[src/rtl/linear_regression_ctrl.sv]
// Sequential price estimator: out_price = intercept + slope * size.
// The product is built by a 16-step LSB-first shift-add multiplier, then the intercept is added in one final step.
module linear_regression_ctrl #(
    parameter logic [15:0] DEF_INTERCEPT = 16'd10000,
    parameter logic [15:0] DEF_SLOPE     = 16'd5000
) (
    input  logic        clk,
    input  logic        rst_n,
    input  logic        cfg_we,
    input  logic        cfg_sel,
    input  logic [15:0] cfg_data,
    input  logic        in_valid,
    input  logic [15:0] in_size,
    output logic        in_ready,
    output logic        out_valid,
    input  logic        out_ready,
    output logic [31:0] out_price,
    output logic        busy
);

    typedef enum logic [1:0] {IDLE, MUL, ADD, DONE} state_t;

    state_t      state, state_nxt;
    logic [15:0] intercept_r, slope_r;
    logic [15:0] size_w, slope_w, icpt_w;
    logic [31:0] acc;
    logic [3:0]  cnt;

    always_ff @(posedge clk) begin
        if (!rst_n) state <= IDLE;
        else        state <= state_nxt;
    end

    always_comb begin
        state_nxt = state;
        in_ready  = 1'b0;
        out_valid = 1'b0;
        busy      = 1'b1;
        case (state)
            IDLE: begin
                in_ready = 1'b1;
                busy     = 1'b0;
                if (in_valid) state_nxt = MUL;
            end
            MUL:  if (cnt == 4'd15) state_nxt = ADD;
            ADD:  state_nxt = DONE;
            DONE: begin
                out_valid = 1'b1;
                if (out_ready) state_nxt = IDLE;
            end
        endcase
    end

    // Coefficients are snapshotted at accept, so a concurrent or later cfg write only affects later jobs.
    always_ff @(posedge clk) begin
        if (!rst_n) begin
            intercept_r <= DEF_INTERCEPT;
            slope_r     <= DEF_SLOPE;
            cnt         <= '0;
            acc         <= '0;
            out_price   <= '0;
        end else begin
            if (cfg_we) begin
                if (cfg_sel) slope_r     <= cfg_data;
                else         intercept_r <= cfg_data;
            end
            case (state)
                IDLE: if (in_valid) begin
                    size_w  <= in_size;
                    slope_w <= slope_r;
                    icpt_w  <= intercept_r;
                    acc     <= '0;
                    cnt     <= '0;
                end
                MUL: begin
                    if (size_w[cnt]) acc <= acc + ({16'd0, slope_w} << cnt);
                    cnt <= cnt + 4'd1;
                end
                ADD:     out_price <= acc + {16'd0, icpt_w};
                default: ;
            endcase
        end
    end

endmodule

[config.mk]
export PLATFORM = sky130hd
export DESIGN_NAME = linear_regression_ctrl
export DESIGN_NICKNAME = d
export VERILOG_FILES = /design/src/rtl/linear_regression_ctrl.sv
export SDC_FILE = /design/constraint.sdc
export NUM_CORES = 1
export LEC_CHECK = 0
export CAP_MARGIN = 20
export CORE_AREA = 2 2 163 165
export CTS_CLUSTER_DIAMETER = 100
export DETAILED_ROUTE_END_ITERATION = 6
export DIE_AREA = 0 0 165 167
export GPL_TIMING_DRIVEN = 0
export PLACE_DENSITY_LB_ADDON = 0.08
export SKIP_CTS_REPAIR_TIMING = 1
export SLEW_MARGIN = 20
export SYNTH_ARGS = -nofsm -noshare
export SYNTH_HDL_FRONTEND = slang
export SYNTH_SLANG_ARGS = --single-unit
export TNS_END_PERCENT = 100
[constraint.sdc]
create_clock -name clk -period 5.18 [get_ports clk]
set_input_delay 1.295 -clock clk [delete_from_list [all_inputs] [get_ports clk]]
set_output_delay 1.295 -clock clk [all_outputs]
set_load 0.01 [all_outputs]
==> impl_metrics.env, run 1 <==
export IMPL_min_from="intercept_r[2]$_SDFFE_PN0P_"
export IMPL_io_pins=73
export IMPL_drc=0
export IMPL_synthArstFlopShare=0
export IMPL_p_switching_w=0.00179
export IMPL_synth_xor_area_frac=0.0392
export IMPL_grt_start_max_net_pins=28
export IMPL_crit_path_cell_trace="clkbuf_1 -> buf_2 -> buf_2 -> mux4_2 -> mux2_2 -> nand2_1 -> o21ai_0 -> ha_1 -> clkbuf_1 -> nand2_1 -> or3_1 -> a211o_1 -> nand2_1 -> o21ai_1 -> mux2_1"
export IMPL_p_comb_frac=0.393
export IMPL_crit_fanout=10
export IMPL_synth_area_per_cell_sq_um=8.69
export IMPL_startpoint_type="register"
export IMPL_area_growth_pct=20.1
export IMPL_timing_rr_start="cnt[1]$_SDFFE_PN0P_"
export IMPL_synth_mux_area_frac=0.0566
export IMPL_final_setup_viol_count=0
export IMPL_ys_top_cells_by_area="dfxtp_1 23%, edfxtp_1 16%, ha_1 7.3%"
export IMPL_timing_final_ws_setup_ns=0.848
export IMPL_die_area_sq_mm=0.0276
export IMPL_synth_edf_count=48
export IMPL_leakagePower_nw=3.91
export IMPL_post_place_ws_ns=0.823
export IMPL_synth_top_family_by_area="compound AO/OA/AOI/OAI gates"
export IMPL_max_slew_margin_rel=0.497
export IMPL_antenna_found_initial=0
export IMPL_layout_nets=1211
export IMPL_worst_pin_slew_ns=0.754
export IMPL_ys_types=76
export IMPL_syn_nets=1119
export IMPL_rows=59
export IMPL_start_util=0.346
export IMPL_crit_buf_inv=4
export IMPL_setup_tns_ns=0
export IMPL_via_count=7708
export IMPL_core_area_sq_mm=0.0258
export IMPL_rsz0062_at_grt="false"
export IMPL_fin_skew_ns=0.0104
export IMPL_synth_cell_area_sq_mm=0.00893
export IMPL_path_delay_family="buffers and inverters"
export IMPL_overflow=0
export IMPL_synthAdderAreaFrac=0.0774
export IMPL_wl_per_cell_um=18.4
export IMPL_grt_pass1_vias=7461
export IMPL_finalHoldViolCount=0
export IMPL_dp_hpwl_um=21100
export IMPL_slowest_stage="or3_1"
export IMPL_max_freq_mhz=231
export IMPL_seq_power_share=0.326
export IMPL_synth_seq_cells=150
export IMPL_slowest_delay_ns=0.43
export IMPL_clock_latency_ns=0.43
export IMPL_synth_compound_area_frac=0.213
export IMPL_ant_nets=0
export IMPL_hp_class="reg2reg"
export IMPL_h_tree_depth=4
export IMPL_finalCritPeriodShare=0.836
export IMPL_status="complete, no violations"
export IMPL_setup_worst_path_end_class="register"
export IMPL_ctsRootBufferMaster="clkbuf_16"
export IMPL_clock_power_share=0.281
export IMPL_irDropWorstVdd_uv=173
export IMPL_setup_worst_path_start="cnt[1]$_SDFFE_PN0P_"
export IMPL_drt_first_pass_iters=5
export IMPL_power_internal_w=0.00291
export IMPL_synth_simple_area_share=0.185
export IMPL_grt_pass1_wl_um=42200
export IMPL_drv_slew=0
export IMPL_clkSinkCount=150
export IMPL_yosysWarningCount=0
export IMPL_post_place_cells=1435
export IMPL_seq_area_frac_synth=0.390
export IMPL_syn_instance_count=1027
export IMPL_port_buffers=72
export IMPL_drt_iter0_markers=457
export IMPL_detail_route_vias_per_cell=5.25
export IMPL_die_w_um=165
export IMPL_grtUsageTotal=0.200
export IMPL_worstPathArrival_ns=4.65
export IMPL_synth_ff_type="dfxtp_1"
export IMPL_cpMostUsedCell="nand2_1"
export IMPL_required_ns=5.50
export IMPL_drive_above_1_share=0.0689
export IMPL_instances_no_fill=1467
export IMPL_power_density_mw_per_mm2=439
export IMPL_routed_wl_um=26900
export IMPL_maxCapViolCount=0
export IMPL_criticalPathCategory="reg2reg"
export IMPL_synth_top_area_frac=0.229
export IMPL_cts_made_buffers=17
export IMPL_hold_ws_ns=0.431
export IMPL_place_congestion=0.884
export IMPL_diodes=0
export IMPL_nFillCells=2614
export IMPL_synth_largest_area_cell="dfxtp_1"
export IMPL_swShare=0.382
export IMPL_cts_buffer_depth=2
export IMPL_cts_tree="built"
export IMPL_finalCriticalPeriod_ns=4.33
export IMPL_die_y_um=167
export IMPL_path_clk_slew_ns=0.07
## placed cells by master, fill, tap and decap left out, types with 16 or more instances in the layout
cell             Yosys  routed
xnor2_1             28      28
dfxtp_1            102     102
mux2i_1             28      28
o21ai_0             55      55
a21o_1              19      19
a21oi_1            104     104
nand2_1            136     136
clkdlybuf4s50_1      0      72
ha_1                52      52
clkbuf_1            36      36
clkbuf_16            0      17
o21ai_1             18      18
a22oi_1             16      16
edfxtp_1            48      48
inv_1               26      26
nand4_1             17      17
nor2_1              88      87
nand3_1             35      35
## layout make-up
cell class              instances  area (sq um)  area share
plain buffers                  53           243      0.0226
clock buffers                  18           439      0.0410
clock inverters                14           188      0.0175
inverters                      28           105     0.00980
multi-input cells             796          5100       0.476
flip-flops and latches        150          3480       0.325
well taps                     335           419      0.0391
repair buffers                 73           741      0.0691
## registers in the layout, summed over array words and instances (netlist names), 4 cells and up
register	flops
slope_r	16
slope_w	16
cnt	4
intercept_r	16
acc	32
out_price	32
size_w	16
icpt_w	16
## through the flow
step                instance area [sq um]  total power [W]  utilization
floorplan                            8930          0.00275            -
global placement                    10100          0.00341        0.391
detailed placement                  10100          0.00341        0.392
CTS                                 10700          0.00474        0.416
global route                        10700          0.00499        0.416
finish                              10700          0.00470        0.416
## cells by family (layout without fill, tap and decap cells)
family | after synthesis | after routing
buf+inv | 81 | 186
compound gates | 303 | 303
fa+ha+maj | 54 | 54
mux | 43 | 43
xor+xnor | 40 | 40
flops | 150 | 150
simple gates | 356 | 356
## final timing paths
check / to / slack (ns) / cells after the start
worst min-delay path: icpt_w[2]$_DFFE_PP_ / 0.43 / 0
worst min register to register: icpt_w[2]$_DFFE_PP_ / 0.43 / 0
worst max register to register: acc[31]$_SDFFE_PN0P_ / 0.85 / 15
worst max-delay path: acc[31]$_SDFFE_PN0P_ / 0.85 / 15
## synthesized netlist by cell type, drive strengths merged, types with 12 or more instances
cell,n
nand2,136
a21oi,105
dfxtp,102
nor2,89
o21ai,73
ha,52
edfxtp,48
clkbuf,36
nand3,35
inv,28
mux2i,28
xnor2,28
a21o,19
buf,17
nand4,17
a22oi,16
a211oi,13
nor3,13
a31oi,12
nor2b,12
xor2,12
## power groups by stage
stage / logic, W / registers, W / clock network [W]
after CTS: 0.00185 / 0.00154 / 0.00135
after global routing: 0.00204 / 0.00156 / 0.00139
after global placement: 0.00184 / 0.00157 / 0
after floorplan: 0.00119 / 0.00156 / 0
final: 0.00185 / 0.00153 / 0.00132
after detailed placement: 0.00184 / 0.00156 / 0
## metal layers
metal	track usage	vias to the layer above	wire (um)
met5	0	-	0
met4	0.0635	0	576
met3	0.0262	25	741
met2	0.320	129	12700
met1	0.278	3609	12900
li1	-	3945	-
(Power assumes the default switching activity.)
==> run 2: changes to the inputs <==
- clock period: 5.18 -> 4.5 ns (I/O delays scaled with it)
==> run 2 against run 1 <==
Against the previous run:
- combinational power grew 16%
- clock-buffer cell count is the same
- cell count shrank 0.14%
- final area grew 0.12%
- worst setup slack lost 0.54 ns
- critical path type unchanged
- largest power group unchanged
- highest routed layer unchanged
==> impl_metrics.env, run 2 (same netlist as run 1, synthesis figures left out) <==
export IMPL_status="complete, no violations"
export IMPL_min_to="icpt_w[6]$_DFFE_PP_"
export IMPL_overflow=0
export IMPL_slowest_stage="ha_1"
export IMPL_whs_path_depth=0
export IMPL_drc=0
export IMPL_timing_rr_start="cnt[1]$_SDFFE_PN0P_"
export IMPL_final_setup_viol_count=0
export IMPL_startpoint_type="register"
export IMPL_ctsRootBufferMaster="clkbuf_16"
export IMPL_finalHoldViolCount=0
export IMPL_crit_buf_inv=3
export IMPL_fin_skew_ns=0.00923
export IMPL_finalCritPeriodShare=0.931
export IMPL_slowest_delay_ns=0.43
export IMPL_path_delay_family="compound AO/OA/AOI/OAI gates"
export IMPL_setup_tns_ns=0
export IMPL_place_congestion=0.884
export IMPL_top_regs="acc: 32 flops, out_price: 32 flops"
export IMPL_drt_first_pass_iters=5
export IMPL_min_from="intercept_r[6]$_SDFFE_PN0P_"
export IMPL_layout_nets=1209
export IMPL_io_pins=73
export IMPL_drt_iter0_markers=473
export IMPL_h_tree_depth=4
export IMPL_irDropWorstVdd_uv=199
export IMPL_routed_wl_um=27000
export IMPL_clkSinkCount=150
export IMPL_dp_hpwl_um=21100
export IMPL_criticalPathCategory="reg2reg"
export IMPL_grt_pass1_wl_um=42200
export IMPL_ant_nets=0
export IMPL_rows=59
export IMPL_max_freq_mhz=239
export IMPL_setup_worst_path_end_class="register"
export IMPL_grt_pass1_vias=7461
export IMPL_leakagePower_nw=3.92
export IMPL_via_count=7661
export IMPL_drive_above_1_share=0.0708
export IMPL_wl_per_cell_um=18.4
export IMPL_final_cell_mix="136 x nand2_1, 104 x a21oi_1, 102 x dfxtp_1"
export IMPL_r2r_end="acc[22]$_SDFFE_PN0P_"
export IMPL_maxCapViolCount=0
export IMPL_crit_path_cell_trace="clkbuf_1 -> clkbuf_4 -> buf_2 -> mux4_2 -> mux2_2 -> o2bb2ai_1 -> ha_1 -> nand2_1 -> nor3_1 -> a21bo_2 -> o21a_1 -> nor4_1 -> o21ai_0 -> a32o_1"
export IMPL_diodes=0
export IMPL_die_area_sq_mm=0.0276
export IMPL_cts_tree="built"
export IMPL_crit_fanout=10
export IMPL_core_area_sq_mm=0.0258
export IMPL_hp_class="reg2reg"
export IMPL_grt_start_max_net_pins=28
export IMPL_cts_made_buffers=17
export IMPL_die_y_um=167
export IMPL_drv_slew=0
export IMPL_start_util=0.346
export IMPL_cts_buffer_depth=2
export IMPL_antenna_found_initial=0
export IMPL_path_clk_slew_ns=0.07
export IMPL_r2r_slack_ns=0.31
export IMPL_clock_latency_ns=0.43
export IMPL_detail_route_vias_per_cell=5.23
export IMPL_mostFrequentLayoutCell="nand2_1"
export IMPL_max_slew_margin_rel=0.495
export IMPL_port_buffers=72
export IMPL_die_w_um=165
export IMPL_grtUsageTotal=0.200
export IMPL_area_growth_pct=20.2
export IMPL_worst_pin_slew_ns=0.758
export IMPL_worstPathArrival_ns=4.52
export IMPL_finalCriticalPeriod_ns=4.19
export IMPL_rsz0062_at_grt="false"
export IMPL_rr_worst_depth=14
export IMPL_power_density_mw_per_mm2=505
export IMPL_required_ns=4.83
export IMPL_hold_ws_ns=0.431
## run 2: changes by cell type in the layout (fill, tap and decap cells not counted)
cell,delta
a211oi_2,-1
buf_2,-1
nor3b_1,-1
clkbuf_1,-2
clkbuf_4,+1
a211oi_4,+1
a22oi_1,-1
a22oi_2,+1
nor3b_2,+1
## run 2: area by class of cell
type                    count  area [sq um]
fillers                  2616         15000
multi-input cells         796          5120
flip-flops and latches    150          3480
repair buffers             73           741
clock buffers              18           439
well taps                 335           419
plain buffers              51           238
clock inverters            14           188
inverters                  28           105
## run 2: metal layers
layer | up-vias | wire, um | GRT usage
met2 | 127 | 12700 | 0.320
met5 | - | 0 | 0
met1 | 3569 | 12900 | 0.278
li1 | 3941 | - | -
met3 | 24 | 787 | 0.0262
met4 | 0 | 571 | 0.0635
## run 2: worst max path at each step
stage,from,end,slack (ns),depth (start not counted)
after detailed placement,cnt[1]$_SDFFE_PN0P_,acc[31]$_SDFFE_PN0P_,0.23,15
after global routing,cnt[1]$_SDFFE_PN0P_,acc[22]$_SDFFE_PN0P_,0.02,14
after CTS,cnt[1]$_SDFFE_PN0P_,acc[31]$_SDFFE_PN0P_,0.22,15
final,cnt[1]$_SDFFE_PN0P_,acc[22]$_SDFFE_PN0P_,0.31,14
after global placement,rst_n,icpt_w[0]$_DFFE_PP_,-1.93,5
after floorplan,rst_n,icpt_w[0]$_DFFE_PP_,0.41,4
## run 2: per-stage QoR
step | total power [W] | cells | util | setup WS [ns] | area [sq um]
after global routing | 0.00575 | 1465 | 0.417 | 0.0158 | 10700
after global placement | 0.00392 | 1434 | 0.391 | -1.93 | 10100
final | 0.00542 | 1465 | 0.417 | 0.309 | 10700
after CTS | 0.00546 | 1467 | 0.416 | 0.215 | 10700
after detailed placement | 0.00392 | 1435 | 0.392 | 0.226 | 10100
after floorplan | 0.00317 | 1027 | - | 0.409 | 8930
## run 2: power by group
group          leakage, nW  switching (W)  internal, W
logic                 2.34        0.00127     0.000864
clock network        0.307       0.000658     0.000861
registers             1.27       0.000138      0.00163
==> edit 1, RTL diff (flow settings as in run 2) <==
Re-encode `state_t` (4 states) as Gray code, 2 bits wide.
--- a/src/rtl/linear_regression_ctrl.sv
+++ b/src/rtl/linear_regression_ctrl.sv
@@ -19,5 +19,5 @@
 );
 
-    typedef enum logic [1:0] {IDLE, MUL, ADD, DONE} state_t;
+    typedef enum logic [1:0] {IDLE = 2'b00, MUL = 2'b01, ADD = 2'b11, DONE = 2'b10} state_t;
 
     state_t      state, state_nxt;
Formal check against the unedited RTL: no difference found for any inputs over 10 cycles, from zero or initial values and one cycle with rst_n low; not proved beyond that.
==> edit 1 against run 2 <==
  * The flow now finishes with violations (design-rule violations)
  * Core utilization down 1.1 points
  * Non-clock buffer count is 3 higher
  * First-iteration DRC count up 9.3%
  * Highest routed layer unchanged
  * Final area down 2.7%
  * Area after synthesis decreased by 3.3%
  * Global-route usage fell by 0.98 points
  * Routed wire length decreased by 3.6%
  * Worst setup slack lost 0.020 ns
  * Critical endpoint is now acc[28]$_SDFFE_PN0P_
  * Sequential cell count did not move
Power is not compared: it rests on default switching activity, and its combinational part moved more than twofold at a synthesized area within 25%.
==> edit 1: results (changes against run 2) <==
Seq/Total Area, Yosys 0.4034 (+0.01312); M1 GR Usage 0.2601 (-0.01807); Least-Margin Pin Slew 0.9658 ns (+0.2080 ns); RR Endpoint acc[28]$_SDFFE_PN0P_; GP Congestion 0.8950 (+1.2%); global-route wire length before repair 40.05 mm (-5.0%); library cells used by synthesis 65 (-14%); failing checks design-rule violations; worst reg-to-reg setup slack 0.29 ns (-0.02 ns); starting DRC count in detailed routing 517 (+9.3%); outcome finished, violations left; WL final 25.98 mm (-3.6%); Post-Place Setup Slack -0.4910 ns (-0.7168 ns); Placed Area 9803 µm² (-2.9%); Hold EP icpt_w[0]$_DFFE_PP_; met2 wire length 12.37 mm (-2.3%); layout cells sized above 1 0.06922 (-0.001580); Reg2Reg Depth 15 (+1); GRT Resource Usage Total 0.1901 (-0.009756); DRC Markers 10 (+10); min-delay src intercept_r[0]$_SDFFE_PN0P_; mean area per synthesized cell 8.697 µm² (about the same); Fin Clk Skew 0.01510 ns (+0.005870 ns); routing usage on met3 0.02914 (+0.002989); top post-synthesis cells by area dfxtp_1, edfxtp_1, ha_1, nand2_1, a21oi_1; number of global-route vias before repair 7,151 (-4.2%)
-- edit 1: cell count changes after synthesis, sizes merged, moves of 8 or more --
cell,before,now
o31ai,11,3
xnor2,28,18
a22oi,16,4
inv,28,15
nor2,89,78
xor2,12,20
nand2,136,159
nor3,13,26
-- edit 1: layout make-up --
| class | count | area (µm²) |
|---|---|---|
| tap | 335 | 419.2 |
| multi-input combinational | 773 | 4901 |
| timing repair buffer | 73 | 740.7 |
| inverter | 16 | 60.06 |
| sequential | 150 | 3483 |
| fill | 2679 | 15320 |
| clock inverter | 15 | 190.2 |
| buffer | 54 | 226.5 |
| clock buffer | 17 | 425.4 |
-- edit 1: power breakdown --
part	leakage, nW	total [W]	internal, W	switching, W
combinational	2.33	0.000406	0.000165	0.000241
sequential	1.27	0.00147	0.00144	0.0000269
clock	0.290	0.00149	0.000797	0.000690
-- edit 1: cell families (layout without fill, tap and decap cells) --
kind of cell	after synthesis	in the layout	share of synthesized area
AOI/OAI and AO/OA	263	263	0.1846
xor gates and xnor gates	38	38	0.03854
buffers and inverters	70	175	0.03245
DFF	150	150	0.4034
muxes	42	42	0.06462
and+or+nand+nor	380	380	0.2023
adders and majority gates	50	50	0.07418
-- edit 1: per-stage QoR --
| step | TNS [ns] | hold WS [ns] |
|---|---|---|
| final | 0 | 0.4298 |
| after global routing | 0 | 0.4356 |
| after CTS | -1.373 | 0.4252 |
| after detailed placement | -1.196 | 0.4148 |
| after global placement | -109.35 | 0.4118 |
| after floorplan | 0 | 0.4081 |
-- edit 1: critical path: cells and delay by family (launching register included) --
family / cells / cell delay (ns)
AO/OA/AOI/OAI: 7 / 1.56
buffers and inverters: 4 / 0.97
multiplexers: 2 / 0.63
flip-flops: 1 / 0.34
AND/OR/NAND/NOR: 1 / 0.31
adder cells (fa/ha/maj): 1 / 0.28
==> edit 2, RTL diff (config.mk and constraints of run 2) <==
Without the edit above. Set the parameter `DEF_INTERCEPT` to 16'd8192 (it was 16'd10000).
--- a/src/rtl/linear_regression_ctrl.sv
+++ b/src/rtl/linear_regression_ctrl.sv
@@ -2,5 +2,5 @@
 // The product is built by a 16-step LSB-first shift-add multiplier, then the intercept is added in one final step.
 module linear_regression_ctrl #(
-    parameter logic [15:0] DEF_INTERCEPT = 16'd10000,
+    parameter logic [15:0] DEF_INTERCEPT = 16'd8192,
     parameter logic [15:0] DEF_SLOPE     = 16'd5000
 ) (
Formal check against the unedited RTL: same outputs for any inputs over 10 cycles, from zero or initial values and one cycle with rst_n low; that may be too few to reach the edited logic, so the function may still have changed.
==> edit 2 against run 2 <==
  * Sequential cell count stayed put
  * Sequential share of layout area rose by 0.17 points
  * Worst setup slack lost 0.10 ns
  * Via count grew 1.8%
  * Power is 1.9% lower
  * Area after synthesis is 0.11% lower
  * Non-clock buffer count rose by 1
  * Routed wire length is 1.6% higher
  * Largest power group unchanged
  * Highest routed layer unchanged
  * Largest cell class unchanged
  * Final area is 0.51% lower
==> edit 2: results (changes against run 2) <==
outcome finished, final reports clean; Top FF cell, synth dfxtp_1; Leak Pwr 3.885 nW (-0.79%); CP max stage delay 0.42 ns; GRT Resource Usage Total 0.2033 (+0.003424); PortBufs 71 (-1.4%); Placed Area 10,070 µm² (-0.20%); Reg2Reg Depth 14 (unchanged); Max VDD drop 0.2347 mV (+18%); initial antenna violation count 0 (unchanged); synth-to-layout area growth 19.76%; Clock Latency Late Sink 0.45 ns (+0.02 ns); syn nets 1,119 (unchanged); total CTS buffers 17 (unchanged); CTS Root Buffer Type clkbuf_16; largest net degree at the start of global routing 28 (unchanged); starting DRC count in detailed routing 463 (-2.1%); Worst path slowest cell ha_1; H-tree depth 4 (unchanged); ratio of routed vias to standard cells 5.318 (+1.7%); DR WL/cell 18.69 µm (+1.6%); total global routing overflow 0 (unchanged); Ys Warns 0 (unchanged); HP Class register to register; critical path class register to register; max_slew headroom 0.4381 (-0.05674); top post-synthesis cells by area dfxtp_1, edfxtp_1, ha_1, a21oi_1, nand2_1; top flop regs acc: 32 flops, out_price: 32 flops; Clock transition at path regs 0.07 ns (about the same); Critical Path AT 4.62 ns (+0.10 ns); clk buf depth 2 (unchanged); Antenna Cells 0 (unchanged); Synth async-reset ratio 0 (unchanged); layout cells sized above 1 0.07073 (about the same); EDFF count, synth 48 (unchanged); Fill cells 2,640 (+0.92%); global-route wire length before repair 42.94 mm (+1.8%); RR Endpoint acc[22]$_SDFFE_PN0P_; GP Congestion 0.8807 (-0.38%); number of global-route vias before repair 7,573 (+1.5%); DP HPWL 21.36 mm (+1.0%); library cells used by synthesis 74 (-2.6%); Nets 1,210 (+0.083%); worst-path fanout max 10 (unchanged); Fin Clk Skew 0.02156 ns (+0.01234 ns); TritonRoute pass-1 iters 6 (+1); Synth top cells by count nand2_1, a21oi_1, dfxtp_1, nor2_1, o21ai_0; worst reg-to-reg setup slack 0.21 ns (-0.10 ns); Seq/Total Area, Yosys 0.3907 (+0.0004381); final setup violation count 0 (unchanged); Worst setup startpoint cnt[1]$_SDFFE_PN0P_
edit 2: per-layer routing:
metal / track usage / vias to the layer above / share of wire
met5: 0 / - / 0
met4: 0.07372 / 0 / 0.027
met3: 0.03014 / 30 / 0.035
met2: 0.3170 / 160 / 0.46
met1: 0.2844 / 3668 / 0.48
li1: - / 3938 / -
edit 2: critical path: cells and delay by family, from the launching register on:
family / cells / cell delay, ns
multiplexers: 2 / 0.68
buffers and inverters: 3 / 0.83
AO/OA/AOI/OAI: 5 / 1.15
adder cells (fa/ha/maj): 1 / 0.42
flip-flops: 1 / 0.33
AND/OR/NAND/NOR: 3 / 0.76
edit 2: worst min-delay path by stage:
stage	end	depth (start not counted)	slack (ns)	startpoint
6_report	icpt_w[9]$_DFFE_PP_	0	0.43	intercept_r[9]$_SDFFE_PN0P_
4_1_cts	icpt_w[9]$_DFFE_PP_	0	0.43	intercept_r[9]$_SDFFE_PN0P_
3_5_place_dp	icpt_w[9]$_DFFE_PP_	0	0.41	intercept_r[9]$_SDFFE_PN0P_
5_1_grt	icpt_w[9]$_DFFE_PP_	0	0.43	intercept_r[9]$_SDFFE_PN0P_
2_1_floorplan	icpt_w[0]$_DFFE_PP_	0	0.41	intercept_r[0]$_SDFFE_PN0P_
3_3_place_gp	icpt_w[10]$_DFFE_PP_	0	0.41	intercept_r[10]$_SDFFE_PN0P_
edit 2: metrics by stage:
step | worst slack [ns] | cells | hold WS [ns]
after global routing | 0.01765 | 1466 | 0.4298
after CTS | 0.2434 | 1466 | 0.4305
final | 0.2076 | 1466 | 0.4273
after floorplan | 0.09214 | 1027 | 0.4081
after detailed placement | 0.2565 | 1434 | 0.4139
after global placement | -1.888 | 1433 | 0.4127
edit 2: final cells by class:
class | count | share of cell area
clock inverters | 15 | 0.01547
well taps | 335 | 0.03925
inverters | 28 | 0.009843
multi-input cells | 796 | 0.4786
clock buffers | 17 | 0.03984
repair buffers | 72 | 0.06843
flip-flops and latches | 150 | 0.3262
plain buffers | 53 | 0.02238
edit 2: kinds of logic after synthesis:
logic type                 share of synthesized area
adders and majority gates                    0.07746
xor gates and xnor gates                     0.03929
and+or+nand+nor                               0.1823
muxes                                        0.05669
AOI/OAI and AO/OA                             0.2151
DFF                                           0.3907
buffers and inverters                        0.03845
edit 2: where the power goes:
part	switching (W)	internal, W	total, W	leakage, nW
registers	0.000142	0.00162	0.00177	1.28
logic	0.00127	0.000844	0.00211	2.33
clock network	0.000700	0.000743	0.00144	0.285
